--- src/rtl/writeback.sv ---
// Writeback (_w) stage: registers the memory-stage results and drives the register-file write, PC redirect and forwarding value.
// Optional retired-instruction counter is compiled in when WB_INSTRET_EN is defined.
module writeback (
  input  logic        clk,
  input  logic        rst,
  input  logic        pc_write_m,
  input  logic [31:0] pc_next_addr_m,
  input  logic        rd_write_m,
  input  logic [1:0]  rd_write_src_m,
  input  logic [4:0]  rd_m,
  input  logic [31:0] pc_m,
  input  logic [31:0] alu_res_m,
  input  logic [31:0] mem_read_data_m,
  input  logic        stall_w,
  input  logic        flush_w,
  output logic        rd_write_w,
  output logic [4:0]  rd_w,
  output logic [31:0] rd_data_w,
  output logic        pc_write_w,
  output logic [31:0] pc_next_addr_w,
  output logic        valid_w,
  output logic [63:0] instret_w
);

  localparam logic [1:0] SRC_ALU  = 2'b00;
  localparam logic [1:0] SRC_MEM  = 2'b01;
  localparam logic [1:0] SRC_PC4  = 2'b10;
  localparam logic [1:0] SRC_NONE = 2'b11;

  logic        valid_q;
  logic        pc_write_q;
  logic        rd_write_q;
  logic [1:0]  rd_write_src_q;
  logic [4:0]  rd_q;
  logic [31:0] pc_q;
  logic [31:0] alu_res_q;
  logic [31:0] mem_read_data_q;
  logic [31:0] pc_next_addr_q;

  // A flush only clears control fields; data fields are left as-is since nothing consumes them without valid.
  always_ff @(posedge clk) begin
    if (rst) begin
      valid_q         <= 1'b0;
      pc_write_q      <= 1'b0;
      rd_write_q      <= 1'b0;
      rd_write_src_q  <= SRC_ALU;
      rd_q            <= '0;
      pc_q            <= '0;
      alu_res_q       <= '0;
      mem_read_data_q <= '0;
      pc_next_addr_q  <= '0;
    end else if (flush_w) begin
      valid_q        <= 1'b0;
      pc_write_q     <= 1'b0;
      rd_write_q     <= 1'b0;
      rd_write_src_q <= SRC_ALU;
    end else if (!stall_w) begin
      valid_q         <= 1'b1;
      pc_write_q      <= pc_write_m;
      rd_write_q      <= rd_write_m;
      rd_write_src_q  <= rd_write_src_m;
      rd_q            <= rd_m;
      pc_q            <= pc_m;
      alu_res_q       <= alu_res_m;
      mem_read_data_q <= mem_read_data_m;
      pc_next_addr_q  <= pc_next_addr_m;
    end
  end

  always_comb begin
    rd_data_w = '0;
    case (rd_write_src_q)
      SRC_ALU:  rd_data_w = alu_res_q;
      SRC_MEM:  rd_data_w = mem_read_data_q;
      SRC_PC4:  rd_data_w = pc_q + 32'd4;
      SRC_NONE: rd_data_w = '0;
      default:  rd_data_w = '0;
    endcase
  end

  // x0 writes and the reserved select never reach the register file.
  assign rd_write_w     = valid_q & rd_write_q & (rd_q != 5'd0) & (rd_write_src_q != SRC_NONE);
  assign rd_w           = rd_q;
  assign pc_write_w     = valid_q & pc_write_q;
  assign pc_next_addr_w = pc_next_addr_q;
  assign valid_w        = valid_q;

`ifdef WB_INSTRET_EN
  logic [63:0] instret_q;

  // Every unstalled, unflushed edge out of reset retires the instruction being captured.
  always_ff @(posedge clk) begin
    if (rst) begin
      instret_q <= '0;
    end else if (!stall_w && !flush_w) begin
      instret_q <= instret_q + 64'd1;
    end
  end

  assign instret_w = instret_q;
`else
  assign instret_w = '0;
`endif

endmodule
--- config.mk ---
export PLATFORM = sky130hd
export DESIGN_NAME = writeback
export DESIGN_NICKNAME = d
export VERILOG_FILES = /design/src/rtl/writeback.sv
export SDC_FILE = /design/constraint.sdc
export NUM_CORES = 1
export LEC_CHECK = 0
export ABC_CLOCK_PERIOD_IN_PS = 2000
export CORE_ASPECT_RATIO = 1.4
export CORE_MARGIN = 4
export CORE_UTILIZATION = 39
export CTS_CLUSTER_SIZE = 24
export DETAILED_ROUTE_END_ITERATION = 10
export GPL_TIMING_DRIVEN = 1
export PLACE_DENSITY = 0.77
export SLEW_MARGIN = 20
export SYNTH_ARGS = -nofsm -noshare
export SYNTH_HDL_FRONTEND = slang
export SYNTH_SLANG_ARGS = --single-unit
--- constraint.sdc ---
create_clock -name clk -period 2 [get_ports clk]
set_clock_uncertainty 0.05 [all_clocks]
set_input_delay 0.3 -clock clk [delete_from_list [all_inputs] [get_ports clk]]
set_output_delay 0.3 -clock clk [all_outputs]
set_load 0.05 [all_outputs]
==> run_summary.xml <==
<?xml version="1.0" encoding="UTF-8"?>
<metrics>
  <group name="sta">
    <metric name="finalCriticalPeriod" unit="ns">2.62</metric>
    <metric name="timing.final.hold_violations" unit="">0</metric>
    <metric name="slew_viol_final" unit="">0</metric>
    <metric name="setup-violations-final" unit="">30</metric>
    <metric name="worst-slew-pin-transition" unit="ns">0.531</metric>
    <metric name="timing.setup.tns" unit="ns">-11.87</metric>
    <metric name="grt_setup_unrepaired" unit="">true</metric>
    <metric name="final.period_utilization" unit="%">131</metric>
    <metric name="timing.final.ws_setup" unit="ns">-0.623</metric>
    <metric name="finalHoldWorstSlack" unit="ns">0.222</metric>
    <metric name="max_freq" unit="MHz">381</metric>
    <metric name="slew_headroom" unit="%">64.5</metric>
  </group>
  <group name="detailed_routing">
    <metric name="detail_route.drc_violations" unit="">0</metric>
    <metric name="post_drt_via_cell_ratio" unit="">5.09</metric>
    <metric name="dr_total_vias" unit="">7079</metric>
    <metric name="drt-total-wl" unit="microns">23800</metric>
    <metric name="detail_route.iter0.violations" unit="">442</metric>
    <metric name="antenna_violating_nets_post_route" unit="">0</metric>
    <metric name="first_drt_pass_iteration_count" unit="">7</metric>
    <metric name="avgRoutedWirePerCell" unit="microns">17.1</metric>
  </group>
  <group name="setup_path">
    <metric name="critical_path_required" unit="ns">1.65</metric>
    <metric name="path_cells" unit="">nand4_1, or4_4, or4b_1, o211ai_1, clkbuf_16</metric>
    <metric name="critical_path.max_fanout" unit="">2</metric>
    <metric name="worst_setup_end_kind" unit="">output pin</metric>
    <metric name="timing.setup.critical_path_class" unit="">flip-flop to output pin</metric>
    <metric name="critPathSlowestCell" unit="">sky130_fd_sc_hd__or4_4</metric>
    <metric name="critical_path.max_stage_delay" unit="ns">0.53</metric>
    <metric name="critical_path_arrival" unit="ns">2.27</metric>
    <metric name="rrSetupSlack" unit="ns">0.69</metric>
    <metric name="crit_path_start_kind" unit="">flip-flop</metric>
    <metric name="ff2ff_path_depth" unit="">8</metric>
    <metric name="cp.buffers_inverters" unit="">1</metric>
    <metric name="timing.critical_path.depth" unit="">5</metric>
    <metric name="critical_path.top_delay_family" unit="">simple AND/OR/NAND/NOR gates</metric>
  </group>
  <group name="final_layout">
    <metric name="layout.cell_area.non_filler" unit="sq um">11200</metric>
    <metric name="filler_cell_count" unit="">1296</metric>
    <metric name="flow.area_growth_from_synthesis" unit="%">68.9</metric>
    <metric name="multiInputGateArea" unit="sq um">4010</metric>
    <metric name="n_antenna_cell" unit="">0</metric>
    <metric name="regArea" unit="sq um">2810</metric>
    <metric name="finish.cell_count_without_fillers" unit="">1391</metric>
    <metric name="number_of_nets_in_the_layout" unit="">1318</metric>
    <metric name="fin_util" unit="%">67.0</metric>
    <metric name="fraction_of_final_layout_cells_sized_beyond_drive_strength_1" unit="%">25.3</metric>
  </group>
  <group name="min_path">
    <metric name="hold_depth" unit="">2</metric>
    <metric name="worstHoldPathType" unit="">input pin to flip-flop</metric>
  </group>
  <group name="clocking">
    <metric name="clk_latency" unit="ns">0.41</metric>
    <metric name="cts_sinks" unit="">138</metric>
    <metric name="clock_transition_at_path_regs" unit="ns">0.06</metric>
    <metric name="clock_tree.buffer_depth" unit="">2</metric>
    <metric name="clock_tree.htree_level_count" unit="">4</metric>
    <metric name="clockRootBuffer" unit="">sky130_fd_sc_hd__clkbuf_16</metric>
    <metric name="cts_tree" unit="">done</metric>
    <metric name="cts_inserted_buffers" unit="">17</metric>
  </group>
  <group name="synthesis">
    <metric name="synth-edff-count" unit="">0</metric>
    <metric name="yosysWarningCount" unit="">0</metric>
    <metric name="yosysMostFrequentCell" unit="">sky130_fd_sc_hd__nand2_1</metric>
    <metric name="ys_seq_area_share" unit="%">41.6</metric>
    <metric name="synth_cell_type_count" unit="">42</metric>
    <metric name="synth_top_flop_cell" unit="">sky130_fd_sc_hd__dfxtp_1</metric>
    <metric name="synth.top_cell.area_share" unit="%">41.6</metric>
    <metric name="post_synth_inst_count" unit="">885</metric>
    <metric name="synth_top_cells_by_area" unit="">sky130_fd_sc_hd__dfxtp_1, sky130_fd_sc_hd__nand2_1, sky130_fd_sc_hd__a21oi_1</metric>
    <metric name="synth.ff_latch_count" unit="">138</metric>
    <metric name="synthesis.area" unit="sq um">6650</metric>
    <metric name="leading_post_synthesis_cells_by_instance_count" unit="">sky130_fd_sc_hd__nand2_1, sky130_fd_sc_hd__a21oi_1, sky130_fd_sc_hd__dfxtp_1</metric>
    <metric name="async_set_or_reset_register_ratio_after_synthesis" unit="%">0</metric>
    <metric name="synth.avg_cell_area" unit="sq um">7.51</metric>
    <metric name="post-synth-top-area-cell" unit="">sky130_fd_sc_hd__dfxtp_1</metric>
  </group>
  <group name="power">
    <metric name="p_leak" unit="nW">4.33</metric>
    <metric name="cell_internal_pwr" unit="mW">5.41</metric>
    <metric name="clockPowerShare" unit="%">39.7</metric>
    <metric name="sequentialPowerShare" unit="%">38.3</metric>
    <metric name="swShare" unit="%">30.0</metric>
    <metric name="ir_drop_worst_case_vdd" unit="V">0.000563</metric>
    <metric name="pd_cells" unit="nW/um^2">688</metric>
    <metric name="power.switching" unit="mW">2.31</metric>
    <metric name="combinational_share_of_power" unit="%">22.0</metric>
    <metric name="report.power.total" unit="mW">7.73</metric>
  </group>
  <group name="outcome">
    <metric name="violated_checks" unit="">setup timing</metric>
    <metric name="result_of_the_run" unit="">complete, but fails checks</metric>
  </group>
  <group name="grt">
    <metric name="overall_track_demand_over_capacity_in_global_routing" unit="%">23.5</metric>
    <metric name="first_pass_grt_wire_length" unit="microns">35700</metric>
    <metric name="antenna_found_initial" unit="">0</metric>
    <metric name="grt.overflow.total" unit="">0</metric>
    <metric name="grt_max_degree" unit="">52</metric>
    <metric name="vias_in_the_first_global_route" unit="">6872</metric>
  </group>
  <group name="placement">
    <metric name="gpl.final_weighted_congestion" unit="">0.908</metric>
    <metric name="dp_worst_setup_slack" unit="ns">-0.227</metric>
    <metric name="placedInstanceArea" unit="sq um">9800</metric>
    <metric name="io_buffer_count" unit="">212</metric>
    <metric name="post-dp-hpwl" unit="microns">17000</metric>
    <metric name="placed_cell_count" unit="">1326</metric>
  </group>
  <group name="die">
    <metric name="initial_core_util" unit="%">39.7</metric>
    <metric name="dieHeight" unit="microns">162</metric>
    <metric name="fp.dieW" unit="microns">118</metric>
    <metric name="fp.dieArea" unit="sq um">19200</metric>
    <metric name="boundaryPins" unit="">277</metric>
    <metric name="rows" unit="">56</metric>
    <metric name="core_region_area" unit="sq um">16700</metric>
  </group>
  <group name="job">
    <metric name="total_of_max_cap_violations" unit="">0</metric>
  </group>
</metrics>
## placed cells by master, fill, tap and decap left out, types with 10 or more instances in the layout
cell,n
sky130_fd_sc_hd__dfxtp_2,12
sky130_fd_sc_hd__mux2i_1,30
sky130_fd_sc_hd__conb_1,64
sky130_fd_sc_hd__dfxtp_1,117
sky130_fd_sc_hd__nor2_1,21
sky130_fd_sc_hd__nand2_1,282
sky130_fd_sc_hd__clkdlybuf4s50_1,174
sky130_fd_sc_hd__clkbuf_16,18
sky130_fd_sc_hd__buf_6,35
sky130_fd_sc_hd__buf_4,87
sky130_fd_sc_hd__o211ai_1,10
sky130_fd_sc_hd__buf_12,35
sky130_fd_sc_hd__a21oi_1,133
sky130_fd_sc_hd__nand4_1,15
## kinds of logic after synthesis
kind of cell / share of synthesized area (%)
buf+inv: 11.1
other cells: 0.0564
flops: 41.6
fa+ha+maj: 0.376
mux: 5.42
compound gates: 15.2
xor+xnor: 1.58
simple gates: 24.6
## flip-flops by register name, summed over array words and instances (netlist names)
name	flops
pc_q	32
rd_write_q	1
alu_res_q	32
mem_read_data_q	32
valid_w	1
pc_next_addr_w	32
pc_write_q	1
rd_write_src_q	2
rd_w	5
## layer usage
layer / global-route usage, % / wire, microns
met5: 0 / 0
met4: 11.6 / 917
met3: 6.81 / 1850
met2: 43.7 / 12700
met1: 23.9 / 8390
## cell type report
class	instances	share of cell area, %
repair buffers	336	31.8
flip-flops and latches	138	25.0
inverters	3	0.100
clock buffers	18	3.82
clock inverters	14	1.32
well taps	203	2.26
multi-input cells	679	35.7
## worst paths after layout
check	start	end
worst max register to register	pc_q[10]$_SDFFE_PP0P_	pc_q[10]$_SDFFE_PP0P_
worst max-delay path	pc_q[12]$_SDFFE_PP0P_	rd_data_w[28]
worst min register to register	pc_next_addr_w[19]$_SDFFE_PP0P_	pc_next_addr_w[19]$_SDFFE_PP0P_
worst min-delay path	rst	pc_q[23]$_SDFFE_PP0P_
## power by group through the flow
stage	Clock (mW)	Combinational (mW)	Sequential, mW
finish	3.07	1.70	2.96
global route	3.24	1.79	2.97
CTS	3.13	1.68	2.95
detailed placement	0	1.61	3.01
global placement	0	1.60	3.01
floorplan	0	0.885	3.13
## worst reg2reg max path, stage by stage, from the launching register on
cell,delay [ns]
sky130_fd_sc_hd__dfxtp_4,0.36
sky130_fd_sc_hd__buf_6,0.11
sky130_fd_sc_hd__buf_6,0.10
sky130_fd_sc_hd__buf_6,0.10
sky130_fd_sc_hd__buf_6,0.11
sky130_fd_sc_hd__buf_6,0.11
sky130_fd_sc_hd__buf_4,0.14
sky130_fd_sc_hd__nand2_1,0.05
sky130_fd_sc_hd__a21oi_1,0.06
## what timing repair did
item                       4_1_cts  5_1_grt
setup endpoints to repair       33       32
pin swaps                       41       21
resized for setup               98       34
buffers inserted                23       15
hold buffers                     0        0
Note: power is estimated with default switching activity, not from simulation.
